--- config.mk ---
export PLATFORM = sky130hd
export DESIGN_NAME = flit_injector
export DESIGN_NICKNAME = d
export VERILOG_FILES = /design/src/rtl/flit_injector.sv
export SDC_FILE = /design/constraint.sdc
export NUM_CORES = 1
export LEC_CHECK = 0
export BUFFER_PORTS_ARGS = -buffer_cell sky130_fd_sc_hd__buf_2
export CORE_UTILIZATION = 40
export DETAILED_ROUTE_END_ITERATION = 7
export PLACE_DENSITY = 0.66
export SYNTH_ARGS = -nofsm -noshare
export SYNTH_HDL_FRONTEND = slang
export SYNTH_SLANG_ARGS = --single-unit
--- constraint.sdc ---
create_clock -name clk -period 2.24 [get_ports clk]
set_clock_uncertainty 0.15 [all_clocks]
set_input_delay 0.224 -clock clk [delete_from_list [all_inputs] [get_ports clk]]
set_output_delay 0.224 -clock clk [all_outputs]
set_load 0.02 [all_outputs]
--- src/rtl/flit_injector.sv ---
`default_nettype none
// ============================================================================
// Module  : flit_injector (with package noc_params)
// Purpose : Network-interface transmitter feeding a router's local input port.
//           Accepts packet descriptors plus payload words from the local core,
//           claims a free downstream VC round-robin, and emits HEAD/BODY/TAIL
//           (or HEADTAIL) flits tagged with that VC while its on/off is high.
// Ports   : clk, rst             clock, asynchronous active-high reset
//           pkt_valid_i/ready_o  descriptor handshake (pkt_len_i, head_data_i)
//           pld_valid_i/ready_o  payload handshake (pld_data_i)
//           on_off_i             per-VC flow control from downstream
//           vc_allocatable_i     per-VC release pulse from downstream
//           flit_o/flit_valid_o  registered flit output and write strobe
//           error_o              registered one-cycle protocol-error pulse
// Revision: 1.0  initial release
// ============================================================================

package noc_params;
    localparam int VC_NUM  = 4;
    localparam int VC_SIZE = 8;
    localparam int DATA_W  = 16;
    localparam int VC_W    = $clog2(VC_NUM);

    typedef enum logic [1:0] {
        HEAD     = 2'd0,
        BODY     = 2'd1,
        TAIL     = 2'd2,
        HEADTAIL = 2'd3
    } flit_label_t;

    typedef struct packed {
        flit_label_t       label;
        logic [VC_W-1:0]   vc_id;
        logic [DATA_W-1:0] data;
    } flit_t;
endpackage

module flit_injector
    import noc_params::*;
#(
    parameter int LEN_W = 4
) (
    input  logic                clk,
    input  logic                rst,
    input  logic                pkt_valid_i,
    output logic                pkt_ready_o,
    input  logic [LEN_W-1:0]    pkt_len_i,
    input  logic [DATA_W-1:0]   head_data_i,
    input  logic                pld_valid_i,
    input  logic [DATA_W-1:0]   pld_data_i,
    output logic                pld_ready_o,
    input  logic [VC_NUM-1:0]   on_off_i,
    input  logic [VC_NUM-1:0]   vc_allocatable_i,
    output flit_t               flit_o,
    output logic                flit_valid_o,
    output logic                error_o
);

    typedef enum logic [1:0] {
        S_IDLE = 2'd0,
        S_HEAD = 2'd1,
        S_BODY = 2'd2
    } state_t;

    state_t              state;
    state_t              state_next;

    logic [VC_NUM-1:0]   busy;
    logic [VC_NUM-1:0]   busy_next;
    logic [VC_W-1:0]     rr_ptr;
    logic [VC_W-1:0]     cur_vc;
    logic [LEN_W-1:0]    remaining;
    logic [DATA_W-1:0]   head_data;

    logic [VC_W-1:0]     sel_vc;
    logic                sel_found;
    logic [VC_W-1:0]     cand;

    logic                load;
    logic                dec;
    logic                send;
    flit_t               send_flit;
    logic                err_state;
    logic                err_len0;
    logic                error_next;

    // Round-robin search starting just after the last granted VC, wrapping.
    always_comb begin
        sel_vc    = '0;
        sel_found = 1'b0;
        cand      = '0;
        for (int i = 1; i <= VC_NUM; i++) begin
            cand = VC_W'((int'(rr_ptr) + i) % VC_NUM);
            if (!sel_found && !busy[cand]) begin
                sel_vc    = cand;
                sel_found = 1'b1;
            end
        end
    end

    // FSM state register
    always_ff @(posedge clk or posedge rst) begin
        if (rst) begin
            state <= S_IDLE;
        end else begin
            state <= state_next;
        end
    end

    // FSM next-state and handshake/send decisions
    always_comb begin
        state_next      = state;
        pkt_ready_o     = 1'b0;
        pld_ready_o     = 1'b0;
        load            = 1'b0;
        dec             = 1'b0;
        send            = 1'b0;
        send_flit       = '0;
        send_flit.vc_id = cur_vc;
        err_state       = 1'b0;
        err_len0        = 1'b0;
        case (state)
            S_IDLE: begin
                // Held low while rst is asserted even though state is IDLE.
                pkt_ready_o = !rst && sel_found;
                if (pkt_valid_i && pkt_ready_o) begin
                    if (pkt_len_i == '0) begin
                        // Zero-length descriptor is dropped without claiming a VC.
                        err_len0 = 1'b1;
                    end else begin
                        load       = 1'b1;
                        state_next = S_HEAD;
                    end
                end
            end
            S_HEAD: begin
                if (on_off_i[cur_vc]) begin
                    send           = 1'b1;
                    dec            = 1'b1;
                    send_flit.data = head_data;
                    if (remaining == LEN_W'(1)) begin
                        send_flit.label = HEADTAIL;
                        state_next      = S_IDLE;
                    end else begin
                        send_flit.label = HEAD;
                        state_next      = S_BODY;
                    end
                end
            end
            S_BODY: begin
                pld_ready_o = on_off_i[cur_vc];
                if (pld_valid_i && on_off_i[cur_vc]) begin
                    send           = 1'b1;
                    dec            = 1'b1;
                    send_flit.data = pld_data_i;
                    if (remaining == LEN_W'(1)) begin
                        send_flit.label = TAIL;
                        state_next      = S_IDLE;
                    end else begin
                        send_flit.label = BODY;
                    end
                end
            end
            default: begin
                state_next = S_IDLE;
                err_state  = 1'b1;
            end
        endcase
    end

    // Releases clear busy bits unconditionally (even the VC in flight);
    // a new grant sets its bit. The two never target the same VC together.
    always_comb begin
        busy_next = busy & ~vc_allocatable_i;
        if (load) begin
            busy_next = busy_next | (VC_NUM'(1) << sel_vc);
        end
    end

    // Error sources: dropped zero-length descriptor, release of a free VC,
    // release of the VC still being transmitted, and a corrupt state code.
    always_comb begin
        error_next = err_state || err_len0
                  || (|(vc_allocatable_i & ~busy))
                  || (((state == S_HEAD) || (state == S_BODY)) && vc_allocatable_i[cur_vc]);
    end

    // Datapath and registered outputs
    always_ff @(posedge clk or posedge rst) begin
        if (rst) begin
            busy         <= '0;
            rr_ptr       <= VC_W'(VC_NUM - 1);
            cur_vc       <= '0;
            remaining    <= '0;
            head_data    <= '0;
            flit_o       <= '0;
            flit_valid_o <= 1'b0;
            error_o      <= 1'b0;
        end else begin
            busy <= busy_next;
            if (load) begin
                rr_ptr    <= sel_vc;
                cur_vc    <= sel_vc;
                remaining <= pkt_len_i;
                head_data <= head_data_i;
            end else if (dec) begin
                remaining <= remaining - LEN_W'(1);
            end
            flit_valid_o <= send;
            flit_o       <= send ? send_flit : '0;
            error_o      <= error_next;
        end
    end

endmodule
`default_nettype wire

-- Word level (Yosys, flattened, before mapping)
Index checks and enable logic that the tools add are counted.
Widths: inputs -> output; s select.
- bitwise gates (word level): 5
- multipliers: 0
- magnitude comparators: 5
- add/sub/neg operators: 5
- reductions and logical operators: 23
- equal/unequal tests: 8
- divide/modulo/power cells: 0
- shift-type cells: 1
- multiplexer cells: 51
- operator list (kind ; number):
    $mux 16 ; 2
    $pmux 16 s2 ; 1
    $mux 2 ; 14
    $mux 1 ; 21
    $mux 20 ; 1
    $lt 2x3->1 const B ; 5
    $bmux 1 s2 ; 6
    $mux 4 ; 3
    $ne 2x2->1 const B ; 5
    $and 4x4->4 ; 2
    $not 4->4 ; 2
    $logic_and 1x1->1 ; 7
    $logic_not 1->1 ; 6
    $pmux 2 s3 ; 1
    $reduce_and 5->1 ; 1
    $add 2x1->2 const B ; 2
    $add 2x2->2 const B ; 2
    $eq 4x1->1 const B ; 1
    $logic_not 4->1 ; 1
    $logic_or 1x1->1 ; 4
    $or 4x4->4 ; 1
    $pmux 2 s2 ; 1
    $reduce_or 4->1 ; 1
    $shl 1x2->4 const A ; 1
    other kinds (7) ; 7
- bits in writable memories: 0
- bits in read-only memories: 0
- output and inout port bits: 24
- memories kept: 0
- register bits after elaboration: 52
- bits of input ports: 48
- bits in latches: 0

-- Logic depth before layout (Yosys ltp)
Gate-level depths: netlist (run 1).
- depth after elaboration: 19
- mapped depth: 7
- gate-level depth less buffers: 6

-- Worst setup path before layout (run 1)
Ideal clock, no wire load.
- kind: register -> register
- from: register cur_vc[0]
- to: register remaining[1]
- path slack: 329 ps
- stages on the path, launching flop included: 6
- path buffers: 1
- data required time: 1965 ps
- arrival time: 1637 ps
- cell sequence: dfrtp_1 mux4_2 and3_1 buf_2 mux2i_1 mux2_2
- word-level cells in the longest chain between the ends: 6
- elaborated cells on any way between the ends: 7
- classes of those cells: mux: 5; reduce/logical: 2
- RTL lines (item ; RTL line ; text):
    from (decl) ; 71 ; logic [VC_W-1:0] cur_vc;
    from (signal assigned) ; 203 ; cur_vc <= sel_vc;
    $bmux 1 s2 * ; 137, 152 ;
    $mux 1 (implied by the code) * ; 137, 152 ;
    $logic_and 1x1->1 ; 152 ; if (pld_valid_i && on_off_i[cur_vc]) begin
    $mux 1 ; 152 ;
    $pmux 1 s2 * ; 122 ; case (state)
    via dec ; 80 ; logic dec;
    $reduce_bool 2->1 (no source line) * ; n/a ;
    to (signal assigned) ; 204 ; remaining <= pkt_len_i;
    to (signal assigned) ; 207 ; remaining <= remaining - LEN_W'(1);
    to (decl) ; 72 ; logic [LEN_W-1:0] remaining;
The timed path passes the listed nets; every way through them passes the cells marked *. The select of a mux whose other input is x is not followed.
A chain may end at the register's enable or synchronous reset.

-- Worst setup path in the final report (run 1)
- from: register cur_vc[0]
- to: register state[1]
- word-level cells in the longest chain between the ends: 5
- elaborated cells on any way between the ends: 6
- classes of those cells: eq/ne: 2; mux: 2; reduce/logical: 2
- RTL lines (item ; RTL line ; text):
    $bmux 1 s2 * ; 137, 152 ;
    $mux 1 (implied by the code) * ; 137, 152 ;
    $logic_and 1x1->1 ; 152 ;
    $ne 2x2->1 (no source line) ; n/a ;
    $reduce_and 5->1 (no source line) * ; n/a ;
    to (signal assigned) ; 106 ; state <= state_next;
    to (decl) ; 65 ; state_t state;
Mark *: on every way between the ends. The rest lies on a longest branch, timed or not. The select of a mux whose other input is x is not followed.

==> flow_metrics.env, run 1 <==
export IMPL_status="finished clean"
export IMPL_placedCellCount=317
export IMPL_vdd_drop_max_v=0.0004756
export IMPL_detail_route_wl_per_cell_um=14.28
export IMPL_ys_flop_type="dfrtp_1"
export IMPL_ys_top_cells_by_area="dfrtp_1 (55%), mux2_1 (9.3%), a22o_1 (6.5%), ha_1 (2.7%), dfstp_2 (2.3%)"
export IMPL_cts_sinks=52
export IMPL_slew_headroom_pct=56.42
export IMPL_port_buffers=71
export IMPL_synth_top_area_cell="dfrtp_1"
export IMPL_root_buffer="clkbuf_8"
export IMPL_path_class="reg2reg"
export IMPL_nets=339
export IMPL_rows=27
export IMPL_dieArea_um2=6037
export IMPL_diodes=0
export IMPL_tns_ns=0
export IMPL_grt_ovfl_total=0
export IMPL_grt_pass1_vias=1815
export IMPL_ant_nets=0
export IMPL_antenna_found_initial=0
export IMPL_crit_path_end="state[1]$_DFFE_PP0P_"
export IMPL_critPathCaptureType="flip-flop"
export IMPL_postSynthNetCount=227
export IMPL_drv_slew=0
export IMPL_grt_max_degree=25
export IMPL_synth_seq_cells=52
export IMPL_cp_start_kind="flip-flop"
export IMPL_r2r_start="cur_vc[0]$_DFFE_PP0P_"
export IMPL_initial_core_util_pct=41.63
export IMPL_leakagePower_nw=1.573
export IMPL_core_um2=5507
export IMPL_max_cap_violations=0
export IMPL_fin_ws_ns=0.1332
export IMPL_ys_warn_count=0
export IMPL_r2r_end="state[1]$_DFFE_PP0P_"
export IMPL_synth_edff_count=0
export IMPL_synth_avg_cell_area_um2=13.17
export IMPL_r2r_cells=4
export IMPL_whs_ns=0.005704
export IMPL_final_common_cell="buf_2"
export IMPL_syn_area_um2=2292
export IMPL_hp_start="pld_data_i[0]"
export IMPL_ios=72
export IMPL_synthCells=174
export IMPL_place_gp_congestion=0.8179
export IMPL_synth_top_cell_area_share_pct=54.59
export IMPL_rsz0062_at_grt="no"
export IMPL_final_period_utilization_pct=94.05
export IMPL_worstMarginPinSlew_ns=0.6372
export IMPL_syn_to_final_growth_pct=38.10
export IMPL_routed_via_density=5.064
export IMPL_fmax_mhz=474.7
export IMPL_h_tree_depth=2
export IMPL_crit_start="cur_vc[0]$_DFFE_PP0P_"
export IMPL_layout_min_cycle_time_ns=2.107
export IMPL_hold_viol=0
export IMPL_numCtsBuffers=5
export IMPL_setup_viol=0
export IMPL_clkTransAtPathRegs_ns=0.09
export IMPL_grt_pass1_wl_um=8259
export IMPL_drt_iter0_drc=64
export IMPL_die_w_um=77.70
export IMPL_min_path_type="in2reg"
export IMPL_async_reset_ff_share_pct=100.0
export IMPL_detailed_place_hpwl_um=3535
export IMPL_drc=0
export IMPL_finalPower_mw=3.081
export IMPL_cts_tree="yes"
export IMPL_layout_drive_gt1_share_pct=33.45
export IMPL_firstDrtPassIters=4
export IMPL_stdcell_count=359
export IMPL_clockBufferDepth=2
export IMPL_p_per_area_nw_per_um2=973.4
export IMPL_cp_required_ns=2.28
export IMPL_r2r_slack_ns=0.13
export IMPL_post_cts_buffers=0
export IMPL_crit_arrival_ns=2.15
export IMPL_ys_types=41
export IMPL_die_h_um=77.70
export IMPL_final_cell_mix="buf_2 (71), dfrtp_1 (50), dlygate4sd3_1 (34)"
export IMPL_dr_total_vias=1818
export IMPL_clock_latency_ns=0.30
export IMPL_dp_worst_setup_slack_ns=0.1137
export IMPL_track_usage_pct=18.02
export IMPL_yosysSeqAreaShare_pct=56.88
export IMPL_cp_max_fo=8
export IMPL_routed_wl_um=5126
[layout make-up]
cell class | count | area (um^2)
clock inverter | 3 | 21.27
sequential | 52 | 1304
fill | 461 | 2341
tap | 72 | 90.09
multi-input combinational | 102 | 880.8
timing repair buffer | 113 | 755.7
clock buffer | 5 | 68.82
inverter | 12 | 45.04
[metal layers]
metal,share of wire [%],vias to the layer above,routed length [um],global-route usage [%]
met5,0,-,0,0
met4,1.8,0,92,6.981
met3,5.4,8,278,4.000
met2,49,71,2532,30.44
met1,43,878,2222,22.40
li1,-,861,-,-
[cell usage after synthesis (3+ instances only)]
master	number
a21o_1	4
a21oi_1	5
a22o_1	17
and2_1	5
buf_2	3
buf_6	3
dfrtp_1	50
ha_1	5
inv_1	12
mux2_1	19
mux2_2	3
nand4_1	3
nor2_1	7
[per-stage QoR]
stage	util, %	area [um^2]
6_report	57.49	3166
5_1_grt	57.49	3166
4_1_cts	57.46	3164
3_5_place_dp	49.65	2734
3_3_place_gp	49.65	2734
2_1_floorplan	-	2292
[worst min path at each step]
stage / to / cells past startpoint / slack (ns)
floorplan: busy[3]$_DFF_PP0_ / 1 / 0.16
global placement: busy[0]$_DFF_PP0_ / 2 / 0.12
detailed placement: busy[1]$_DFF_PP0_ / 2 / 0.12
CTS: flit_o[0]$_DFF_PP0_ / 2 / 0.002
global route: flit_o[0]$_DFF_PP0_ / 2 / 0.008
finish: flit_o[0]$_DFF_PP0_ / 2 / 0.006
[what timing repair did]
item,in CTS,in global routing
endpoints found under the hold margin,50,0
gates resized for setup,0,1
hold buffers,34,0
setup endpoints to repair,0,1
[cells by family after synthesis]
logic type	after synthesis	share of synthesized area [%]
AOI/OAI and AO/OA	40	13.81
xor gates and xnor gates	3	1.146
adders and majority gates	5	2.729
buffers and inverters	20	4.748
DFF	52	56.88
muxes	25	13.37
and+or+nand+nor	29	7.315
[worst max-delay path, cell delays in order, from the launching register on]
cell	delay (ns)
dfrtp_1	0.44
mux4_2	0.62
a31oi_1	0.36
a211oi_1	0.11
mux2_1	0.32
[state kept, by name, summed over array words and instances (netlist names), 2 cells and up]
| signal | cells |
|---|---|
| head_data | 16 |
| state | 2 |
| busy | 4 |
| cur_vc | 2 |
| remaining | 4 |
| flit_o | 20 |
| rr_ptr | 2 |
[power by group]
part           switching [mW]  internal (mW)  total (mW)
clock network           0.310          0.222       0.532
logic                   0.563          0.535        1.10
registers               0.191           1.26        1.45
total                    1.06           2.02        3.08
No activity file was read; power rests on OpenSTA's default activity.
==> run 2: changes to the inputs <==
--- a/config.mk
+++ b/config.mk
@@ -5,10 +5,11 @@
 export SDC_FILE = /design/constraint.sdc
 export NUM_CORES = 1
 export LEC_CHECK = 0
+export ABC_AREA = 1
 export BUFFER_PORTS_ARGS = -buffer_cell sky130_fd_sc_hd__buf_2
 export CORE_UTILIZATION = 40
 export DETAILED_ROUTE_END_ITERATION = 7
-export PLACE_DENSITY = 0.66
+export PLACE_DENSITY = 0.64
 export SYNTH_ARGS = -nofsm -noshare
 export SYNTH_HDL_FRONTEND = slang
 export SYNTH_SLANG_ARGS = --single-unit
==> run 2 against run 1 <==
The flow now finishes with violations (design-rule violations). Sequential share of layout area is 4.4 points lower. First-iteration DRC count grew 140%. Clock power rose by 25%. Utilization fell by 2.7 points. Count of clock-buffer cells in the layout is 1 higher. Power up 41%.
==> flow_metrics.env, run 2 <==
export IMPL_status="finished, violations left"
export IMPL_violations="design-rule violations"
export IMPL_final_util_pct=54.80
export IMPL_final_area_um2=3540
export IMPL_grt_pass1_vias=2556
export IMPL_top_register="flit_o"
export IMPL_max_cap_violations=0
export IMPL_synth_top_cell_area_share_pct=46.19
export IMPL_die_w_um=84.29
export IMPL_rows=29
export IMPL_synthMuxAreaShare_pct=0
export IMPL_final_period_utilization_pct=97.88
export IMPL_die_h_um=84.29
export IMPL_ys_warn_count=0
export IMPL_r2r_end="rr_ptr[1]$_DFFE_PP1P_"
export IMPL_fmax_mhz=456.1
export IMPL_initial_core_util_pct=41.94
export IMPL_drc=10
export IMPL_clock_latency_ns=0.31
export IMPL_synthCells=351
export IMPL_synth_edff_count=0
export IMPL_synth_seq_cells=52
export IMPL_yosysMostFrequentCell="nand2_1"
export IMPL_leakagePower_nw=1.899
export IMPL_p_sw_share_pct=45.05
export IMPL_dr_total_vias=2597
export IMPL_synth_top_cells_by_count="nand2_1 (117), nand3_1 (54), dfrtp_1 (50), a21oi_1 (25), inv_1 (25)"
export IMPL_dieArea_um2=7105
export IMPL_routed_via_density=4.928
export IMPL_n_fill_cell=630
export IMPL_r2r_slack_ns=0.19
export IMPL_vdd_drop_max_v=0.0005500
export IMPL_r2r_cells=9
export IMPL_hold_path_endpoint="flit_o[10]$_DFF_PP0_"
export IMPL_port_buffers=71
export IMPL_ys_flop_type="dfrtp_1"
export IMPL_detailed_place_hpwl_um=4844
export IMPL_r2r_start="rr_ptr[0]$_DFFE_PP1P_"
export IMPL_place_gp_congestion=0.8361
export IMPL_layout_drive_gt1_share_pct=28.00
export IMPL_cp_max_fo=4
export IMPL_crit_arrival_ns=1.82
export IMPL_clkTransAtPathRegs_ns=0.10
export IMPL_cts_sinks=52
export IMPL_slew_headroom_pct=64.91
export IMPL_syn_area_um2=2709
export IMPL_syn_to_final_growth_pct=30.67
export IMPL_grt_max_degree=43
export IMPL_tns_ns=0
export IMPL_clockBufferDepth=2
export IMPL_track_usage_pct=20.76
export IMPL_core_um2=6459
export IMPL_drv_slew=0
export IMPL_synth_simple_gate_area_share_pct=34.55
export IMPL_synth_compound_area_share_pct=6.836
export IMPL_ant_nets=0
export IMPL_worstMarginPinSlew_ns=0.5263
export IMPL_setup_viol=0
export IMPL_path_class="reg2out"
export IMPL_p_per_area_nw_per_um2=1228
export IMPL_cp_required_ns=1.87
export IMPL_largest_reg_flops=20
export IMPL_yosysSeqAreaShare_pct=48.13
export IMPL_ys_types=29
export IMPL_postSynthNetCount=404
export IMPL_combPwrFrac_pct=50.3
export IMPL_final_cell_mix="nand2_1 (109), buf_2 (70), nand3_1 (54)"
export IMPL_grt_pass1_wl_um=11700
export IMPL_p_switching_mw=1.959
export IMPL_holdPathStages=3
export IMPL_antenna_found_initial=0
export IMPL_layout_min_cycle_time_ns=2.193
export IMPL_synth_xor_xnor_area_share_pct=0.6467
export IMPL_detail_route_wl_per_cell_um=13.08
export IMPL_nets=502
export IMPL_placed_area_um2=3143
export IMPL_hp_start="pld_data_i[10]"
export IMPL_numCtsBuffers=5
export IMPL_h_tree_depth=2
export IMPL_root_buffer="clkbuf_8"
export IMPL_cts_tree="yes"
export IMPL_synth_avg_cell_area_um2=7.718
export IMPL_p_int_mw=2.389
export IMPL_drt_iter0_drc=154
export IMPL_power_frac_seq_pct=34.4
export IMPL_firstDrtPassIters=6
export IMPL_clkPwrFrac_pct=15.2
export IMPL_synth_top_area_cell="dfrtp_1"
export IMPL_synth_top_family_by_area="simple AND/OR/NAND/NOR gates"
export IMPL_async_reset_ff_share_pct=100.0
export IMPL_ios=72
export IMPL_ys_top_cells_by_area="dfrtp_1 (46%), nand2_1 (16%), nand3_1 (10%), a21oi_1 (4.6%), inv_1 (3.5%)"
export IMPL_synthAdderAreaFrac_pct=2.309
export IMPL_grt_ovfl_total=0
export IMPL_diodes=0
export IMPL_final_common_cell="nand2_1"
export IMPL_routed_wl_um=6893
export IMPL_hold_viol=0
export IMPL_critPathCaptureType="output port"
export IMPL_min_path_type="in2reg"
export IMPL_cp_start_kind="flip-flop"
export IMPL_top_regs="flit_o: 20 flops, head_data: 16 flops"
==> run 2: changes by cell type in the layout (fill, tap and decap cells not counted), sizes merged, moves of 4 or more <==
cell and change:
a21o -4, a21oi +20, a22o -17, and2 -5
buf +6, dlygate4sd3 -14, inv +16, mux2 -22
nand2 +129, nand3 +53, nor2 +13, o21ai +8
==> run 2: worst max path at each step <==
stage	depth (start not counted)	slack (ns)	from	endpoint
finish	9	0.05	rr_ptr[0]$_DFFE_PP1P_	pkt_ready_o
global route	9	-0.03	rr_ptr[0]$_DFFE_PP1P_	pkt_ready_o
CTS	8	0.007	rr_ptr[0]$_DFFE_PP1P_	pkt_ready_o
detailed placement	11	0.19	rr_ptr[0]$_DFFE_PP1P_	remaining[2]$_DFFE_PP0P_
global placement	11	0.27	rr_ptr[0]$_DFFE_PP1P_	remaining[2]$_DFFE_PP0P_
floorplan	12	0.18	state[0]$_DFFE_PP0P_	remaining[1]$_DFFE_PP0P_
==> run 2: critical path, cell delays in order, from the launching register on <==
cell,delay [ns]
dfstp_2,0.62
buf_6,0.13
nand2_1,0.06
nand2_2,0.09
nand2_1,0.08
nand2_2,0.10
nand4_4,0.11
nand3_2,0.09
inv_1,0.06
buf_4,0.15
==> run 2: cell families after synthesis <==
group | count (synthesis)
fa+ha+maj | 5
simple gates | 212
compound gates | 36
buf+inv | 44
xor+xnor | 2
flops | 52
==> run 2: layer usage <==
| metal | share of wire [%] | vias up | track usage, % |
|---|---|---|---|
| met5 | 0 | - | 0 |
| met4 | 1.1 | 0 | 7.680 |
| met3 | 4.3 | 6 | 2.655 |
| met2 | 49 | 65 | 34.58 |
| met1 | 46 | 1210 | 27.86 |
| li1 | - | 1316 | - |
==> run 2: final cells by class <==
class	instances	area, um^2	share of cell area [%]
clock buffers	6	72.57	2.050
clock inverters	2	38.79	1.096
well taps	77	96.34	2.722
repair buffers	105	674.4	19.05
inverters	30	118.9	3.358
multi-input cells	255	1235	34.89
flip-flops and latches	52	1304	36.83
==> run 2: per-stage QoR <==
step	worst slack, ns	hold slack [ns]	total power [mW]	instances
4_1_cts	0.007458	0.01123	4.254	525
3_3_place_gp	0.2681	0.06556	3.471	494
3_5_place_dp	0.1944	0.06736	3.520	494
6_report	0.04745	0.01958	4.348	527
5_1_grt	-0.02515	0.008219	4.734	527
2_1_floorplan	0.1810	0.1486	2.952	351
==> run 2: timing repair <==
| action | in CTS | in global routing |
|---|---|---|
| setup endpoints to repair | 1 | 3 |
| setup buffers | 3 | 2 |
| pin swaps | 0 | 4 |
| hold endpoints to repair | 29 | 0 |
| hold buffers | 20 | 0 |
| resized for setup | 1 | 15 |
==> run 2: power groups by stage <==
| stage | clock network, mW | registers [mW] | logic (mW) |
|---|---|---|---|
| after global routing | 0.731 | 1.54 | 2.46 |
| after CTS | 0.683 | 1.49 | 2.08 |
| after floorplan | 0 | 1.56 | 1.39 |
| after global placement | 0 | 1.51 | 1.96 |
| after detailed placement | 0 | 1.52 | 2.00 |
| final | 0.663 | 1.50 | 2.19 |
==> run 3: changes to the inputs <==
--- a/config.mk
+++ b/config.mk
@@ -10,6 +10,7 @@
 export CORE_UTILIZATION = 40
 export DETAILED_ROUTE_END_ITERATION = 7
 export PLACE_DENSITY = 0.64
+export SETUP_SLACK_MARGIN = 0.4
 export SYNTH_ARGS = -nofsm -noshare
 export SYNTH_HDL_FRONTEND = slang
 export SYNTH_SLANG_ARGS = --single-unit
==> run 3 against run 2 <==
The flow still finishes with violations (design-rule violations). Setup slack better by 0.081 ns. Die area stayed put. Utilization grew 3.8 points. Count of clock-buffer cells in the layout fell by 1. Combinational power up 16%. Power increased by 5.5%. Sequential cell count unchanged. Fmax increased by 3.8%. Via count rose by 5.7%. Routed wire length is 9.5% higher. Non-clock buffer count increased by 12. Cell area is 6.9% higher. Critical path type unchanged. Highest routed layer unchanged.
==> flow_metrics.env, run 3 (synthesis results as in run 2) <==
export IMPL_critPathCaptureType="output port"
export IMPL_drc=6
export IMPL_ios=72
export IMPL_violations="design-rule violations"
export IMPL_detailed_place_hpwl_um=4740
export IMPL_grt_pass1_wl_um=12160
export IMPL_syn_to_final_growth_pct=39.63
export IMPL_crit_buf_inv=3
export IMPL_dieArea_um2=7105
export IMPL_min_path_type="in2reg"
export IMPL_dr_total_vias=2745
export IMPL_rsz0062_at_grt="yes"
export IMPL_max_cap_violations=0
export IMPL_top_regs="flit_o: 20 flops, head_data: 16 flops"
export IMPL_p_int_mw=2.453
export IMPL_detail_route_wl_per_cell_um=13.98
export IMPL_grt_max_degree=44
export IMPL_p_switching_mw=2.134
export IMPL_root_buffer="clkbuf_8"
export IMPL_cp_required_ns=1.87
export IMPL_initial_core_util_pct=41.94
export IMPL_largest_reg_flops=20
export IMPL_layout_min_cycle_time_ns=2.112
export IMPL_leakagePower_nw=2.005
export IMPL_nets=515
export IMPL_ant_nets=0
export IMPL_crit_chain="buf_6, nand2_2, nand2_4, nand2_2, nand2_2, nand4_4, nand3_2, inv_2, buf_6"
export IMPL_whs_ns=0.01178
export IMPL_drt_iter0_drc=121
export IMPL_cp_max_fo=4
export IMPL_clkPwrFrac_pct=12.1
export IMPL_top_register="flit_o"
export IMPL_grt_pass1_vias=2569
export IMPL_power_frac_seq_pct=32.8
export IMPL_n_fill_cell=609
export IMPL_setup_viol=0
export IMPL_cts_tree="yes"
export IMPL_routed_via_density=5.083
export IMPL_place_gp_congestion=0.8916
export IMPL_final_common_cell="nand2_1"
export IMPL_diodes=0
export IMPL_routed_wl_um=7548
export IMPL_p_sw_share_pct=46.53
export IMPL_drv_slew=0
export IMPL_fmax_mhz=473.6
export IMPL_layout_drive_gt1_share_pct=33.48
export IMPL_finalPower_mw=4.587
export IMPL_critical_path_slowest_cell="dfstp_2"
export IMPL_h_tree_depth=2
export IMPL_final_cell_mix="nand2_1 (100), buf_2 (70), nand3_1 (51)"
export IMPL_cp_start_kind="flip-flop"
export IMPL_hold_viol=0
export IMPL_final_util_pct=58.56
export IMPL_tns_ns=0
export IMPL_crit_arrival_ns=1.74
export IMPL_firstDrtPassIters=6
export IMPL_p_per_area_nw_per_um2=1213
export IMPL_rows=29
export IMPL_worstMarginPinSlew_ns=0.5399
export IMPL_antenna_found_initial=0
export IMPL_combPwrFrac_pct=55.1
export IMPL_path_class="reg2out"
export IMPL_cts_sinks=52
export IMPL_numCtsBuffers=5
export IMPL_cp_common_cell="nand2_2"
export IMPL_clock_latency_ns=0.31
export IMPL_final_period_utilization_pct=94.27
export IMPL_clkTransAtPathRegs_ns=0.10
export IMPL_die_w_um=84.29
export IMPL_vdd_drop_max_v=0.0007781
export IMPL_die_h_um=84.29
export IMPL_status="finished, violations left"
export IMPL_slew_headroom_pct=64.01
export IMPL_clockBufferDepth=2
export IMPL_port_buffers=71
export IMPL_r2r_slack_ns=0.15
export IMPL_critPathTopFamily="flip-flops"
export IMPL_grt_ovfl_total=0
export IMPL_core_um2=6459
export IMPL_track_usage_pct=21.74
export IMPL_critical_path_max_stage_delay_ns=0.61
[run 3: cell count changes in the layout (fill, tap and decap cells not counted), moves of 2 or more]
cell and change:
nand3_1 -3, nand3_2 +3, nand2_4 +5, buf_16 +2, o21ai_0 -3, nand2_1 -9, nand2_2 +4, o21ai_1 +3
nor2_4 +2, nor2_1 -2, buf_4 +7
[run 3: tightest hold or removal path, delay by kind of cell]
kind | cells | cell delay, ns
buffers and inverters | 1 | 0.09
AND/OR/NAND/NOR | 1 | 0.07
AO/OA/AOI/OAI | 1 | 0.05
[run 3: power groups by stage]
stage / clock network (mW) / registers (mW) / logic [mW]
6_report: 0.554 / 1.50 / 2.53
3_3_place_gp: 0 / 1.52 / 2.00
4_1_cts: 0.569 / 1.49 / 2.35
5_1_grt: 0.603 / 1.55 / 2.79
3_5_place_dp: 0 / 1.53 / 2.02
2_1_floorplan: 0 / 1.56 / 1.45
[run 3: path summary, 6_finish.rpt]
kind / start / to / depth (start not counted)
max reg2reg: rr_ptr[1]$_DFFE_PP1P_ / rr_ptr[0]$_DFFE_PP1P_ / 13
min: pld_data_i[13] / flit_o[13]$_DFF_PP0_ / 3
max in group asynchronous: rst / remaining[2]$_DFFE_PP0P_ / 3
min reg2reg: head_data[8]$_DFFE_PP0P_ / head_data[8]$_DFFE_PP0P_ / 2
min in group asynchronous: rst / busy[0]$_DFF_PP0_ / 3
max: rr_ptr[0]$_DFFE_PP1P_ / pkt_ready_o / 9
[run 3: area by class of cell]
| cell class | instances | area (um^2) | share of cell area (%) |
|---|---|---|---|
| clock inverters | 3 | 22.52 | 0.5954 |
| well taps | 77 | 96.34 | 2.547 |
| flip-flops and latches | 52 | 1304 | 34.47 |
| clock buffers | 5 | 68.82 | 1.819 |
| multi-input cells | 256 | 1334 | 35.26 |
| inverters | 30 | 118.9 | 3.143 |
| repair buffers | 117 | 838.3 | 22.16 |
[run 3: per-layer routing]
metal	global-route usage (%)	part of all wire [%]
met3	3.343	4.9
met1	29.46	44
met2	36.14	49
met5	0	0
met4	6.426	1.8
[run 3: timing repair]
action | in CTS | in global routing
hold endpoints to repair | 28 | 0
endpoints found under the setup margin | 32 | 36
buffers inserted | 14 | 2
gates cloned | 2 | 2
pin swaps | 12 | 8
gates resized for setup | 19 | 19
hold buffers | 20 | 0
[run 3: through the flow]
stage,instances,cell area (um^2),setup slack (ns)
2_1_floorplan,351,2760,0.3356
3_5_place_dp,492,3173,0.1616
4_1_cts,536,3669,0.1677
5_1_grt,540,3782,0.02250
6_report,540,3782,0.1283
3_3_place_gp,492,3173,0.2314
